<file path="src/rtl/mdu_sequencer_pkg.sv">
// mdu_sequencer_pkg: MDU op encodings, latency defaults, sequencer state type and op classifier
package mdu_sequencer_pkg;

    localparam int MDU_OP_WIDTH = 4;

    localparam logic [MDU_OP_WIDTH-1:0] MDU_MUL    = 4'd0;
    localparam logic [MDU_OP_WIDTH-1:0] MDU_MULH   = 4'd1;
    localparam logic [MDU_OP_WIDTH-1:0] MDU_MULHSU = 4'd2;
    localparam logic [MDU_OP_WIDTH-1:0] MDU_MULHU  = 4'd3;
    localparam logic [MDU_OP_WIDTH-1:0] MDU_DIV    = 4'd4;
    localparam logic [MDU_OP_WIDTH-1:0] MDU_DIVU   = 4'd5;
    localparam logic [MDU_OP_WIDTH-1:0] MDU_REM    = 4'd6;
    localparam logic [MDU_OP_WIDTH-1:0] MDU_REMU   = 4'd7;

    localparam int MDU_MUL_CYCLES = 4;
    localparam int MDU_DIV_CYCLES = 33;

    typedef enum logic [1:0] {
        IDLE = 2'd0,
        EXEC = 2'd1,
        DONE = 2'd2
    } mdu_seq_state_t;

    // Anything that is not one of the four multiplies runs with divide latency,
    // so unknown encodings get the longest (safe) schedule.
    function automatic logic is_div_class(input logic [MDU_OP_WIDTH-1:0] op);
        return !(op inside {MDU_MUL, MDU_MULH, MDU_MULHSU, MDU_MULHU});
    endfunction

endpackage

</file>
<file path="src/rtl/mdu_iter_counter.sv">
// mdu_iter_counter: loadable down-counter with clear, load, enable and zero flag
// Ports: clk, rst_n (async active-low), clr (highest priority), load + load_val,
//        en (decrement, saturates at 0), zero (count == 0).
module mdu_iter_counter #(
    parameter int W = 6
) (
    input  logic         clk,
    input  logic         rst_n,
    input  logic         clr,
    input  logic         load,
    input  logic         en,
    input  logic [W-1:0] load_val,
    output logic         zero
);

    logic [W-1:0] cnt;

    always_ff @(posedge clk or negedge rst_n) begin
        if (!rst_n)              cnt <= '0;
        else if (clr)            cnt <= '0;
        else if (load)           cnt <= load_val;
        else if (en && !zero)    cnt <= cnt - W'(1);
    end

    assign zero = (cnt == '0);

endmodule

</file>
<file path="src/rtl/mdu_sequencer.sv">
// mdu_sequencer: multicycle start/step/last sequencer for the iterative RV32M multiply/divide unit
// Ports: req_valid_i/req_ready_o + mdu_op_i/rd_addr_i/divisor_zero_i (decode side),
//        mdu_start_o/mdu_op_o/mdu_step_o/mdu_last_o/div0_o (MDU side),
//        stall_o/busy_o (pipeline), wb_valid_o/wb_ready_i/wb_rd_addr_o (write-back),
//        flush_i aborts from any state. Build option: MDU_FAST_MUL_EN (single-cycle multiplies).
module mdu_sequencer
    import mdu_sequencer_pkg::*;
#(
    parameter int MUL_CYCLES = MDU_MUL_CYCLES,
    parameter int DIV_CYCLES = MDU_DIV_CYCLES,
    parameter int CNT_WIDTH  = $clog2(DIV_CYCLES + 1)
) (
    input  logic                    clk,
    input  logic                    rst_n,
    input  logic                    req_valid_i,
    output logic                    req_ready_o,
    input  logic [MDU_OP_WIDTH-1:0] mdu_op_i,
    input  logic [4:0]              rd_addr_i,
    input  logic                    divisor_zero_i,
    input  logic                    flush_i,
    output logic                    mdu_start_o,
    output logic [MDU_OP_WIDTH-1:0] mdu_op_o,
    output logic                    mdu_step_o,
    output logic                    mdu_last_o,
    output logic                    div0_o,
    output logic                    stall_o,
    output logic                    busy_o,
    output logic                    wb_valid_o,
    input  logic                    wb_ready_i,
    output logic [4:0]              wb_rd_addr_o
);

    mdu_seq_state_t state, state_nxt;
    logic           accept, div_op, fast_mul, skip_exec, cnt_zero;
    logic [CNT_WIDTH-1:0] cnt_load;

    assign req_ready_o = (state == IDLE) & ~flush_i;
    assign accept      = req_valid_i & req_ready_o;
    assign div_op      = is_div_class(mdu_op_i);
`ifdef MDU_FAST_MUL_EN
    assign fast_mul    = ~div_op;
`else
    assign fast_mul    = 1'b0;
`endif
    // Div-by-zero and single-cycle multiplies bypass EXEC entirely.
    assign skip_exec   = (div_op & divisor_zero_i) | fast_mul;
    assign cnt_load    = div_op ? CNT_WIDTH'(DIV_CYCLES - 1) : CNT_WIDTH'(MUL_CYCLES - 1);

    mdu_iter_counter #(.W(CNT_WIDTH)) u_cnt (
        .clk      (clk),
        .rst_n    (rst_n),
        .clr      (flush_i),
        .load     (accept),
        .en       (state == EXEC),
        .load_val (cnt_load),
        .zero     (cnt_zero)
    );

    always_ff @(posedge clk or negedge rst_n) begin
        if (!rst_n) state <= IDLE;
        else        state <= state_nxt;
    end

    always_comb begin
        state_nxt = state;
        if (flush_i)              state_nxt = IDLE;
        else if (state == IDLE)   state_nxt = accept ? (skip_exec ? DONE : EXEC) : IDLE;
        else if (state == EXEC)   state_nxt = cnt_zero ? DONE : EXEC;
        else if (state == DONE)   state_nxt = wb_ready_i ? IDLE : DONE;
        else                      state_nxt = IDLE;
    end

    always_ff @(posedge clk or negedge rst_n) begin
        if (!rst_n) begin
            mdu_op_o     <= MDU_MUL;
            wb_rd_addr_o <= '0;
            div0_o       <= 1'b0;
        end else if (flush_i) begin
            div0_o       <= 1'b0;
        end else if (accept) begin
            mdu_op_o     <= mdu_op_i;
            wb_rd_addr_o <= rd_addr_i;
            div0_o       <= div_op & divisor_zero_i;
        end else if (state == DONE && wb_ready_i) begin
            div0_o       <= 1'b0;
        end
    end

    assign mdu_start_o = accept;
    assign mdu_step_o  = (state == EXEC);
    assign mdu_last_o  = ((state == EXEC) & cnt_zero) | (accept & fast_mul);
    assign wb_valid_o  = (state == DONE);
    assign busy_o      = (state != IDLE);
    assign stall_o     = accept | (state == EXEC) | ((state == DONE) & ~wb_ready_i);

endmodule

</file>
<file path="config.mk">
export PLATFORM = sky130hd
export DESIGN_NAME = mdu_sequencer
export DESIGN_NICKNAME = d
export VERILOG_FILES = /design/src/rtl/mdu_sequencer_pkg.sv /design/src/rtl/mdu_iter_counter.sv /design/src/rtl/mdu_sequencer.sv
export SDC_FILE = /design/constraint.sdc
export NUM_CORES = 1
export LEC_CHECK = 0
export ABC_CLOCK_PERIOD_IN_PS = 1500
export CORE_MARGIN = 1
export CORE_UTILIZATION = 39
export DETAILED_ROUTE_END_ITERATION = 6
export GPL_TIMING_DRIVEN = 1
export HOLD_SLACK_MARGIN = 0.08
export PLACE_DENSITY = 0.74
export RECOVER_POWER = 50
export SKIP_CTS_REPAIR_TIMING = 1
export SYNTH_ARGS = -nofsm -noshare
export SYNTH_HDL_FRONTEND = slang
export SYNTH_SLANG_ARGS = --single-unit
export TNS_END_PERCENT = 100
</file>
<file path="constraint.sdc">
create_clock -name clk -period 1.5 [get_ports clk]
set_input_delay 0.3 -clock clk [delete_from_list [all_inputs] [get_ports clk]]
set_output_delay 0.3 -clock clk [all_outputs]
set_load 0.01 [all_outputs]
</file>
Yosys cells after proc, flatten, opt, wreduce, memory -nomap -nowiden
Index checks and enable logic that the tools add are counted.
- $add $sub $neg: 1
- multipliers: 0
- divide/modulo/power cells: 0
- order comparisons: 0
- equal/unequal tests: 5
- shift-type cells: 0
- multiplexer cells: 15
- bitwise logic cells: 9
- reduce and logical (&&, ||, !) cells: 12
- operator list (operator ; count):
    $mux 6 ; 4
    $mux 2 ; 8
    $eq 4x2->1 const B ; 2
    $logic_not 6->1 ; 1
    $reduce_bool 3->1 ; 2
    $sub 6x1->6 const B ; 1
    $and 1x1->1 ; 5
    $eq 4x1->1 const B ; 1
    $logic_not 4->1 ; 1
    $reduce_bool 4->1 ; 1
    $mux 1 ; 3
    $eq 2x1->1 const B ; 1
    $eq 2x2->1 const B ; 1
    $logic_and 1x1->1 ; 2
    $logic_not 1->1 ; 2
    $logic_not 2->1 ; 1
    $not 1->1 ; 2
    $or 1x1->1 ; 2
    $reduce_and 2->1 ; 1
    $reduce_bool 2->1 ; 1
- register bits: 18
- bits in latches: 0
- bits in writable memories: 0
- memory bits (read-only): 0
- input port bits: 15
- output and inout port bits: 17
- memories kept: 0

Longest topological paths before layout
- depth in word-level cells: 8
- depth in mapped cells: 6
- depth with buffers taken out: 6

Modules after synthesis
Synthesis repeated with hierarchy kept, for this count alone.
- cell total of the unflattened synthesis: 98
- area total of the unflattened synthesis: 1047.3 µm²
- by module, submodules not included (module ; instances ; cells an instance ; area an instance (µm²) ; sequential area each (µm²)):
    mdu_sequencer ; 1 ; 45 ; 584.3 ; 300.3
    mdu_iter_counter ; 1 ; 53 ; 462.9 ; 150.1

Least setup slack after synthesis
Ideal clock, no wire load.
- path type: register to register
- start point: register state[0]
- end point: register u_cnt.cnt[0]
- setup time: 0.099 ns
- arrival: 1.584 ns
- setup slack: -0.183 ns
- stages on the path, launching flop included: 5
- path buffers: 1
- cell sequence: dfrtp_1 -> or4b_1 -> buf_2 -> or3_1 -> a311oi_1
- word-level cells in the longest chain between the ends: 5
- elaborated cells on any way between the ends: 8
- those cells by class: 1 x eq/ne; 2 x mux; 2 x bitwise; 3 x reduce/logical
- RTL lines (item ; line ; source):
    from (decl) ; mdu_sequencer.sv:33 ; mdu_seq_state_t state, state_nxt;
    from (signal assigned) ; mdu_sequencer.sv:61 ; else state <= state_nxt;
    $logic_not 2->1 ; mdu_sequencer.sv:37 ; assign req_ready_o = (state == IDLE) & ~flush_i;
    $and 1x1->1 ; mdu_sequencer.sv:37 ;
    $and 1x1->1 ; mdu_sequencer.sv:38 ; assign accept = req_valid_i & req_ready_o;
    $mux 6 ; mdu_iter_counter.sv:21 ; else if (load) cnt <= load_val;
    $mux 6 ; mdu_iter_counter.sv:20 ; else if (clr) cnt <= '0;
    to (signal assigned) ; mdu_iter_counter.sv:21 ;
    to (signal assigned) ; mdu_iter_counter.sv:22 ; else if (en && !zero) cnt <= cnt - W'(1);
    to (decl) ; mdu_iter_counter.sv:16 ; logic [W-1:0] cnt;
Several ways; a longest one is shown, not always the timed one.
A chain may end at the register's enable or synchronous reset.

Worst setup path after layout
- start point: register state[0]
- end point: register u_cnt.cnt[1]
Same word-level chain as after synthesis.

==> key figures <==
CTS
  – Htree depth: 1
  – Clock Path Buffers: 2
  – Number of buffers created by CTS: 3
  – CTS sink count: 18
  – Root buf cell: clkbuf_4
  – Clk Latency, worst-skew pair: 0.31 ns
  – Clock slew at reported path FFs: 0.12 ns
  – TritonCTS clock tree: done

Routing
  – Number of routed nets with antenna violations: 0
  – Post-route DRC violation count: 0
  – Drt first pass iters: 4
  – Vias: 984
  – Via/cell ratio: 5.152
  – Routed wire length: 2766 um
  – Iter 0 DRT Violations: 34
  – Routed length per instance: 14.48 um

Critical path
  – Worst-path cell chain: or4b_4 > buf_8 > or3_4 > o211ai_1 > o211a_1
  – CP max stage delay: 0.57 ns
  – Worst Path Required: 1.75 ns
  – Worst Path Buf+Inv: 1
  – Worst Path Arrival: 2.03 ns
  – Crit Path Class: reg2reg
  – RR Endpoint: u_cnt.cnt[1]
  – Startpoint Class: flop
  – Nature of the critical path endpoint: flop
  – CP top delay family: simple AND/OR/NAND/NOR gates
  – Critical path fanouts, max: 4
  – R2r setup slk: -0.28 ns
  – R2R Path Start: state[0]
  – Slowest CP cell: or4b_4
  – Reg2reg path depth: 5

Yosys
  – Synth cell types: 25
  – Biggest area consumer among synthesized cells: dfrtp_1
  – Synth top area share: 50.78%
  – Synth async-reset ratio: 100.0%
  – Synth top area cells: dfrtp_1 (51%), nand2_1 (13%), o21ai_0 (3.4%)
  – Seq/Total Area, Yosys: 50.78%
  – Synth Cell Area: 887.1 sq um
  – Gate Count Post-Synth: 102
  – Yosys warns: 0
  – Syn Area/Cell: 8.697 sq um
  – EDFF count, synth: 0
  – Yosys reg bits: 18
  – Synth Flop Type: dfrtp_1
  – Synthesized Nets: 119

Final layout
  – Ratio of cells with drive above 1 in the final layout: 36.59%
  – Final #Nets: 182
  – Ant. Diodes: 0
  – Area delta synth->final: 86.04%
  – Post-route cell area: 0.001650 sq mm
  – Util after Layout: 80.82%
  – Post-route insts no fill: 191
  – Fillers: 121

Status
  – Failing checks: negative setup slack
  – Status: complete, but fails checks

Floorplanning
  – Std cell rows: 16
  – Num ports: 32
  – Chip width: 49.69 um
  – Core area: 0.002042 sq mm
  – Starting Density: 43.44%
  – Die area: 0.002469 sq mm
  – Chip height: 49.69 um

STA
  – Hold WS: 0.3257 ns
  – Tmin final: 1.779 ns
  – Final number of setup-violating endpoints: 15
  – Fin. Hold Viols: 0
  – Worst relative slew slack: 35.03%
  – Clock Skew: 0.008733 ns
  – Fmax: 562.2 MHz
  – Final setup margin: -0.2787 ns
  – Period utilization: 118.6%
  – RSZ-0062 raised after global routing: yes
  – Worst-margin pin slew: 0.9746 ns
  – Slew Limit Fails: 0

Place
  – Worst slack, placed: -0.7630 ns
  – Placed inst area: 0.001401 sq mm
  – Gpl congestion: 0.8931
  – Post-DP HPWL: 1766 um
  – Port Buffers: 31
  – Cell count after placement: 180

Global routing
  – GRT Resource Usage Total: 20.63%
  – First-pass GRT wire length: 3843 um
  – Grt total ovfl: 0
  – Initial antenna violation count: 0
  – Vias in the first global route: 905
  – Pin count of the biggest net entering global routing: 19

Min path
  – Hold Path Sink: u_cnt.cnt[0]
  – Hold Path Origin: flush_i
  – Hold Crit Class: in2reg
  – Hold Path Depth: 3

Run
  – Maximum Capacitance Violations: 0

Power
  – PwrDens: 896.7 mW/mm^2
  – Maximum vdd drop: 0.7939 mV
  – Lkg Pwr: 0.0009491 uW
==> cell usage in the layout (no fill, tap or decap), drive strengths merged <==
cell,instances
a2111oi,2
a21oi,5
a311oi,2
a31o,1
a31oi,1
and2b,1
buf,33
clkbuf,7
clkdlybuf4s50,12
dfrtp,18
dlymetal6s2s,13
ha,2
inv,8
nand2,31
nand2b,2
nand3,2
nand3b,1
nor2,5
nor4,1
o211a,1
o211ai,1
o21ai,6
o31ai,1
or2,4
or3,1
or4b,1
xnor2,2
==> flip-flops by register name (all words and copies together) (netlist names) <==
signal        count
state             2
wb_rd_addr_o      5
div0_o            1
u_cnt.cnt         6
mdu_op_o          4
==> metal layers <==
metal	up-vias	GRT usage, %	routed length (um)
met5	-	0	0
met4	0	10.48	38
met3	5	3.395	150
met2	38	35.36	1371
met1	476	24.61	1204
li1	465	-	-
==> power breakdown <==
| group | internal (uW) | switching, uW |
|---|---|---|
| Clock | 148 | 168 |
| Combinational | 313 | 265 |
| Sequential | 548 | 37.8 |
==> through the flow <==
step,total power (uW),setup TNS [ns]
after CTS,1383,-6.200
after detailed placement,1073,-8.997
final,1480,-2.265
after global routing,1561,-3.077
after floorplan,784.4,-0.5436
after global placement,1059,-8.526
==> cells by family after synthesis <==
family	synth area share [%]
buffers and inverters	4.936
XOR/XNOR	1.975
adder cells (fa/ha/maj)	2.820
AND/OR/NAND/NOR	24.82
AO/OA/AOI/OAI	14.67
flip-flops	50.78
==> worst register-to-register path, delay by kind of cell, from the launching register on <==
family	cells	cell delay, ns
buffers and inverters	1	0.16
AOI/OAI and AO/OA	2	0.26
and+or+nand+nor	2	0.90
DFF	1	0.40
==> layout make-up <==
class	count	area (sq um)	share of cell area (%)
Timing Repair Buffer	61	600.6	36.39
Clock buffer	4	36.28	2.199
Sequential cell	18	450.4	27.29
Tap cell	27	33.78	2.047
Inverter	8	30.03	1.820
Multi-Input combinational cell	73	499.2	30.25
==> worst max path at each step <==
stage / start / to / slack [ns] / depth (start not counted)
after global routing: state[0] / stall_o / -0.31 / 3
after detailed placement: req_valid_i / mdu_start_o / -0.76 / 4
final: state[0] / u_cnt.cnt[1] / -0.28 / 5
after CTS: req_valid_i / mdu_start_o / -0.77 / 4
after floorplan: state[0] / u_cnt.cnt[1] / -0.14 / 5
after global placement: req_valid_i / mdu_start_o / -0.76 / 4
==> Yosys cell counts, drive strengths merged, types with 2 or more instances <==
library cell,number
a2111oi,2
o21ai,6
nor2,5
buf,2
inv,8
nand2b,2
xnor2,2
a21oi,5
dfrtp,18
a311oi,2
nand2,31
ha,2
nand3,2
or2,4
Note: power is estimated with default switching activity, not from simulation.
==> RTL edit 1, RTL diff (same flow settings) <==
Change the package constant `MDU_DIV_CYCLES` from 33 to 66.
--- a/src/rtl/mdu_sequencer_pkg.sv
+++ b/src/rtl/mdu_sequencer_pkg.sv
@@ -13,7 +13,7 @@
     localparam logic [MDU_OP_WIDTH-1:0] MDU_REMU   = 4'd7;
 
     localparam int MDU_MUL_CYCLES = 4;
-    localparam int MDU_DIV_CYCLES = 33;
+    localparam int MDU_DIV_CYCLES = 66;
 
     typedef enum logic [1:0] {
         IDLE = 2'd0,
Function: same outputs for any inputs over 10 cycles, from zero or initial values and one cycle with rst_n low; that may be too few to reach the edited logic, so the function may still have changed.
==> RTL edit 1 against the unedited design <==
The flow still finishes with violations (negative setup slack); power rose by 23%; worst setup slack got worse by 0.098 ns; sequential cell count grew 1; count of clock-buffer cells in the layout is the same; final area rose by 11%; sequential share of layout area fell by 1.3 points; clock power is 13% lower; register-to-register slack got worse by 0.03 ns; wire length is 15% higher; combinational power increased by 54%; synthesized area rose by 17%; critical endpoint is now stall_o; largest power group is now combinational logic.
==> RTL edit 1: results (changes against the unedited design) <==
\begin{tabular}{lr}
\hline
Metric & Value \\
\hline
\multicolumn{2}{l}{\textbf{Status}} \\
Run status & finished with violations (unchanged) \\
Failing checks & negative setup slack (unchanged) \\
\multicolumn{2}{l}{\textbf{Worst setup path}} \\
Critical Path Start & state[1] (was state[0]) \\
Setup slack of the worst register-to-register path & -0.31 ns (was -0.28 ns) \\
Worst setup EP type & output port (was flip-flop) \\
\multicolumn{2}{l}{\textbf{Drt}} \\
DR vias/cell & 5.48 (was 5.15) \\
Starting DRC count in detailed routing & 26 (was 34) \\
Post-DR wirelength/cell & 17.3 um (was 14.5 um) \\
\multicolumn{2}{l}{\textbf{Power and ir drop}} \\
Worst voltage drop across the vdd grid & 0.778 mV (was 0.794 mV) \\
Cell-internal power & 1.23 mW (was 1.01 mW) \\
\multicolumn{2}{l}{\textbf{STA}} \\
Final setup violation count & 23 (was 15) \\
Worst Slack Setup Final & -0.377 ns (was -0.279 ns) \\
Maximum clock skew at final layout & 0.00141 ns (was 0.00873 ns) \\
\multicolumn{2}{l}{\textbf{Place}} \\
Detail Placement HPWL & 2010 um (was 1770 um) \\
Post-placement worst setup slack & -0.807 ns (was -0.763 ns) \\
\multicolumn{2}{l}{\textbf{Layout}} \\
Fillers & 168 (was 121) \\
Largest registers & u\_cnt.cnt (7), wb\_rd\_addr\_o (5), mdu\_op\_o (4) (was u\_cnt.cnt (6), wb\_rd\_addr\_o (5), mdu\_op\_o (4)) \\
\multicolumn{2}{l}{\textbf{Global route}} \\
Via count of the first global-routing pass & 953 (was 905) \\
Global-route wire length before repair & 4290 um (was 3840 um) \\
Maximum number of pins on one net before global-route repair & 20 (was 19) \\
\multicolumn{2}{l}{\textbf{Synth}} \\
Unique masters post-synth & 37 (was 25) \\
Post-Syn Nets & 111 (was 119) \\
Sequential element share of the synthesized area & 0.459 (was 0.508) \\
Most frequent cells after synthesis & sky130\_fd\_sc\_hd\_\_dfrtp\_1, sky130\_fd\_sc\_hd\_\_mux2\_2, sky130\_fd\_sc\_hd\_\_inv\_1 (was sky130\_fd\_sc\_hd\_\_nand2\_1, sky130\_fd\_sc\_hd\_\_dfrtp\_1, sky130\_fd\_sc\_hd\_\_inv\_1) \\
\multicolumn{2}{l}{\textbf{Hold path}} \\
Hold WC Path Type & in2async (was in2reg) \\
\hline
\end{tabular}
RTL edit 1: cell count changes in the layout (fill, tap and decap cells not counted), sizes merged, moves of 3 or more:
cell | unedited run | this run
or3 | 1 | 4
mux2 | 0 | 9
nand2 | 31 | 4
o21ai | 6 | 3
or3b | 0 | 3
mux2i | 0 | 4
a211oi | 0 | 3
RTL edit 1: final cells by class:
| type | count | share of cell area |
|---|---|---|
| sequential | 19 | 0.260 |
| multi-input combinational | 65 | 0.358 |
| inverter | 6 | 0.0123 |
| timing repair buffer | 60 | 0.335 |
| clock buffer | 4 | 0.0143 |
| tap | 30 | 0.0204 |
RTL edit 1: worst min path at each step:
stage,start,to,slack (ns)
CTS,rst_n,u_cnt.cnt[1],0.33
global placement,wb_rd_addr_o[1],wb_rd_addr_o[1],0.49
global route,req_valid_i,u_cnt.cnt[1],0.48
finish,rst_n,u_cnt.cnt[3],0.48
floorplan,rst_n,div0_o,0.004
detailed placement,mdu_op_o[2],mdu_op_o[2],0.50
RTL edit 1: routing by layer:
layer | track usage | up-vias | share of wire | wire (um)
met5 | 0 | - | 0 | 0
met4 | 0.101 | 0 | 0.019 | 61
met3 | 0.0575 | 6 | 0.051 | 164
met2 | 0.327 | 40 | 0.50 | 1600
met1 | 0.282 | 500 | 0.43 | 1360
li1 | - | 463 | - | -
RTL edit 1: cell families (layout without fill, tap and decap cells):
family,count (synthesis),in the layout,share of synthesized area
multiplexers,13,13,0.137
adder cells (fa/ha/maj),1,1,0.0121
buffers and inverters,11,70,0.0592
AND/OR/NAND/NOR,33,33,0.199
AO/OA/AOI/OAI,18,18,0.133
flip-flops,19,19,0.459
RTL edit 1: critical path, cell delays in order, from the launching register on:
cell and delay, ns:
sky130_fd_sc_hd__dfrtp_2 0.47, sky130_fd_sc_hd__or3b_4 0.41, sky130_fd_sc_hd__nor2_4 0.16, sky130_fd_sc_hd__or3b_4 0.15, sky130_fd_sc_hd__buf_6 0.09
RTL edit 1: power by group through the flow:
stage                     Clock (mW)  Combinational [mW]  Sequential, mW
after floorplan                    0               0.294           0.681
after global placement             0               0.691           0.652
after detailed placement           0               0.701           0.655
after CTS                      0.283               0.705           0.647
after global routing           0.307               0.941           0.665
final                          0.275               0.891           0.655
RTL edit 1: metrics by stage:
stage | hold slack (ns) | instances | power (mW) | utilization
2_1_floorplan | 0.00441 | 95 | 0.975 | -
3_3_place_gp | 0.490 | 175 | 1.34 | 0.624
3_5_place_dp | 0.496 | 175 | 1.36 | 0.624
4_1_cts | 0.328 | 179 | 1.64 | 0.635
5_1_grt | 0.483 | 184 | 1.91 | 0.735
6_report | 0.478 | 184 | 1.82 | 0.735
==> RTL edit 2, RTL diff (same flow settings) <==
Without the edit above. Re-encode `mdu_seq_state_t` (3 states) as one-hot, 3 bits wide.
--- a/src/rtl/mdu_sequencer_pkg.sv
+++ b/src/rtl/mdu_sequencer_pkg.sv
@@ -15,10 +15,10 @@
     localparam int MDU_MUL_CYCLES = 4;
     localparam int MDU_DIV_CYCLES = 33;
 
-    typedef enum logic [1:0] {
-        IDLE = 2'd0,
-        EXEC = 2'd1,
-        DONE = 2'd2
+    typedef enum logic [2:0] {
+        IDLE = 3'b001,
+        EXEC = 3'b010,
+        DONE = 3'b100
     } mdu_seq_state_t;
 
     // Anything that is not one of the four multiplies runs with divide latency,
Function: same outputs for any inputs over 10 cycles, from zero or initial values and one cycle with rst_n low; not proved beyond that.
==> RTL edit 2 against the unedited design <==
The run still ends with negative setup slack left; final area rose by 6.5%; worst setup slack got worse by 0.088 ns; wire length rose by 21%; register-to-register slack got worse by 0.06 ns; clock power fell by 16%; fmax fell by 4.7%; power fell by 8.5%; critical path depth rose by 2; synthesized area rose by 4.5%; sequential cell count rose by 1; critical path type is now in2out; largest cell class unchanged; largest power group unchanged.
==> RTL edit 2: results (changes against the unedited design) <==
\begin{tabular}{lr}
\hline
Metric & Value \\
\hline
\multicolumn{2}{l}{\textbf{Synth}} \\
Area share of the largest cell type after synthesis & 0.486 (was 0.508) \\
Sequential element share of the synthesized area & 0.514 (was 0.508) \\
Post-Syn Nets & 117 (was 119) \\
\multicolumn{2}{l}{\textbf{Drt}} \\
Length of routed met2 wiring & 1740 um (was 1370 um) \\
Total wirelength of the detailed-routed design & 3350 um (was 2770 um) \\
Wire length on met3 & 156 um (was 150 um) \\
Routed metal-1 wirelength & 1350 um (was 1200 um) \\
DR vias/cell & 5.36 (was 5.15) \\
\multicolumn{2}{l}{\textbf{Status}} \\
Run status & finished with violations (unchanged) \\
Failing checks & negative setup slack (unchanged) \\
\multicolumn{2}{l}{\textbf{Layout}} \\
Fillers & 117 (was 121) \\
Total number of nets in the final design & 193 (was 182) \\
Fraction of layout instances using a drive strength above 1 & 0.417 (was 0.366) \\
\multicolumn{2}{l}{\textbf{Worst setup path}} \\
CP max-delay cell & sky130\_fd\_sc\_hd\_\_clkdlybuf4s50\_1 (was sky130\_fd\_sc\_hd\_\_or4b\_4) \\
Largest incremental delay on the critical path & 0.47 ns (was 0.57 ns) \\
\multicolumn{2}{l}{\textbf{Global route}} \\
Global-route wire length before repair & 4180 um (was 3840 um) \\
Global routing usage summed across all routing layers & 0.224 (was 0.206) \\
\multicolumn{2}{l}{\textbf{Power and ir drop}} \\
Worst voltage drop across the vdd grid & 0.815 mV (was 0.794 mV) \\
\multicolumn{2}{l}{\textbf{STA}} \\
Final setup violation count & 22 (was 15) \\
Maximum clock skew at final layout & 0.00327 ns (was 0.00873 ns) \\
Worst Slack Setup Final & -0.367 ns (was -0.279 ns) \\
\multicolumn{2}{l}{\textbf{Place}} \\
Post-placement worst setup slack & -0.716 ns (was -0.763 ns) \\
Detail Placement HPWL & 1900 um (was 1770 um) \\
Post-Place Cell Area & 1480 um\^{}2 (was 1400 um\^{}2) \\
Last weighted congestion value of the routability-driven placer & 0.820 (was 0.893) \\
\hline
\end{tabular}
RTL edit 2: cell count changes after synthesis, moves of 3 or more:
cell                      before  now
sky130_fd_sc_hd__nor3_1        0    4
sky130_fd_sc_hd__or2_2         4    0
sky130_fd_sc_hd__nor3b_1       0    3
sky130_fd_sc_hd__o21ai_0       6    2
sky130_fd_sc_hd__nand2_1      31   27
RTL edit 2: cell type report:
cell class | count | area (um^2) | share of cell area
multi-input cells | 71 | 514 | 0.293
well taps | 28 | 35.0 | 0.0199
flip-flops and latches | 19 | 478 | 0.272
clock inverters | 1 | 5.00 | 0.00285
clock buffers | 3 | 22.5 | 0.0128
inverters | 7 | 28.8 | 0.0164
repair buffers | 74 | 674 | 0.384
RTL edit 2: path summary, 6_finish.rpt:
path	start	end	slack, ns
worst max-delay path	flush_i	stall_o	-0.37
worst min-delay path	rst_n	u_cnt.cnt[0]	0.46
worst max register to register	state[0]	u_cnt.cnt[5]	-0.34
worst min register to register	mdu_op_o[1]	mdu_op_o[1]	0.50
max in group asynchronous	rst_n	state[2]	0.41
min in group clk	mdu_op_o[1]	mdu_op_o[1]	0.50
RTL edit 2: routing by layer:
| layer | up-vias | GRT usage |
|---|---|---|
| li1 | 488 | - |
| met1 | 537 | 0.281 |
| met2 | 51 | 0.376 |
| met3 | 13 | 0.0242 |
| met4 | 0 | 0.120 |
| met5 | - | 0 |
RTL edit 2: logic make-up (layout without fill, tap and decap cells):
kind of cell / Yosys count / after routing / synth area share
and+or+nand+nor: 46 / 46 / 0.233
muxes: 2 / 2 / 0.0243
DFF: 19 / 19 / 0.514
xor gates and xnor gates: 3 / 3 / 0.0283
AOI/OAI and AO/OA: 18 / 18 / 0.131
buffers and inverters: 10 / 85 / 0.0418
adders and majority gates: 2 / 2 / 0.0270
RTL edit 2: metrics by stage:
step / utilization / cells / setup TNS [ns] / hold WS [ns]
5_1_grt: 0.787 / 203 / -4.93 / 0.493
3_3_place_gp: 0.661 / 184 / -6.50 / 0.460
6_report: 0.787 / 203 / -3.40 / 0.459
3_5_place_dp: 0.661 / 184 / -7.69 / 0.465
4_1_cts: 0.673 / 188 / -5.87 / 0.310
2_1_floorplan: - / 100 / -0.847 / 0.00441
RTL edit 2: critical path: cells and delay by family:
kind / cells / cell delay (ns)
buffers and inverters: 4 / 0.80
and+or+nand+nor: 3 / 0.46
RTL edit 2: power breakdown:
group          switching (mW)  total, mW  internal, mW
Combinational           0.215      0.478         0.263
Sequential             0.0356      0.610         0.575
Clock                   0.165      0.265        0.0997
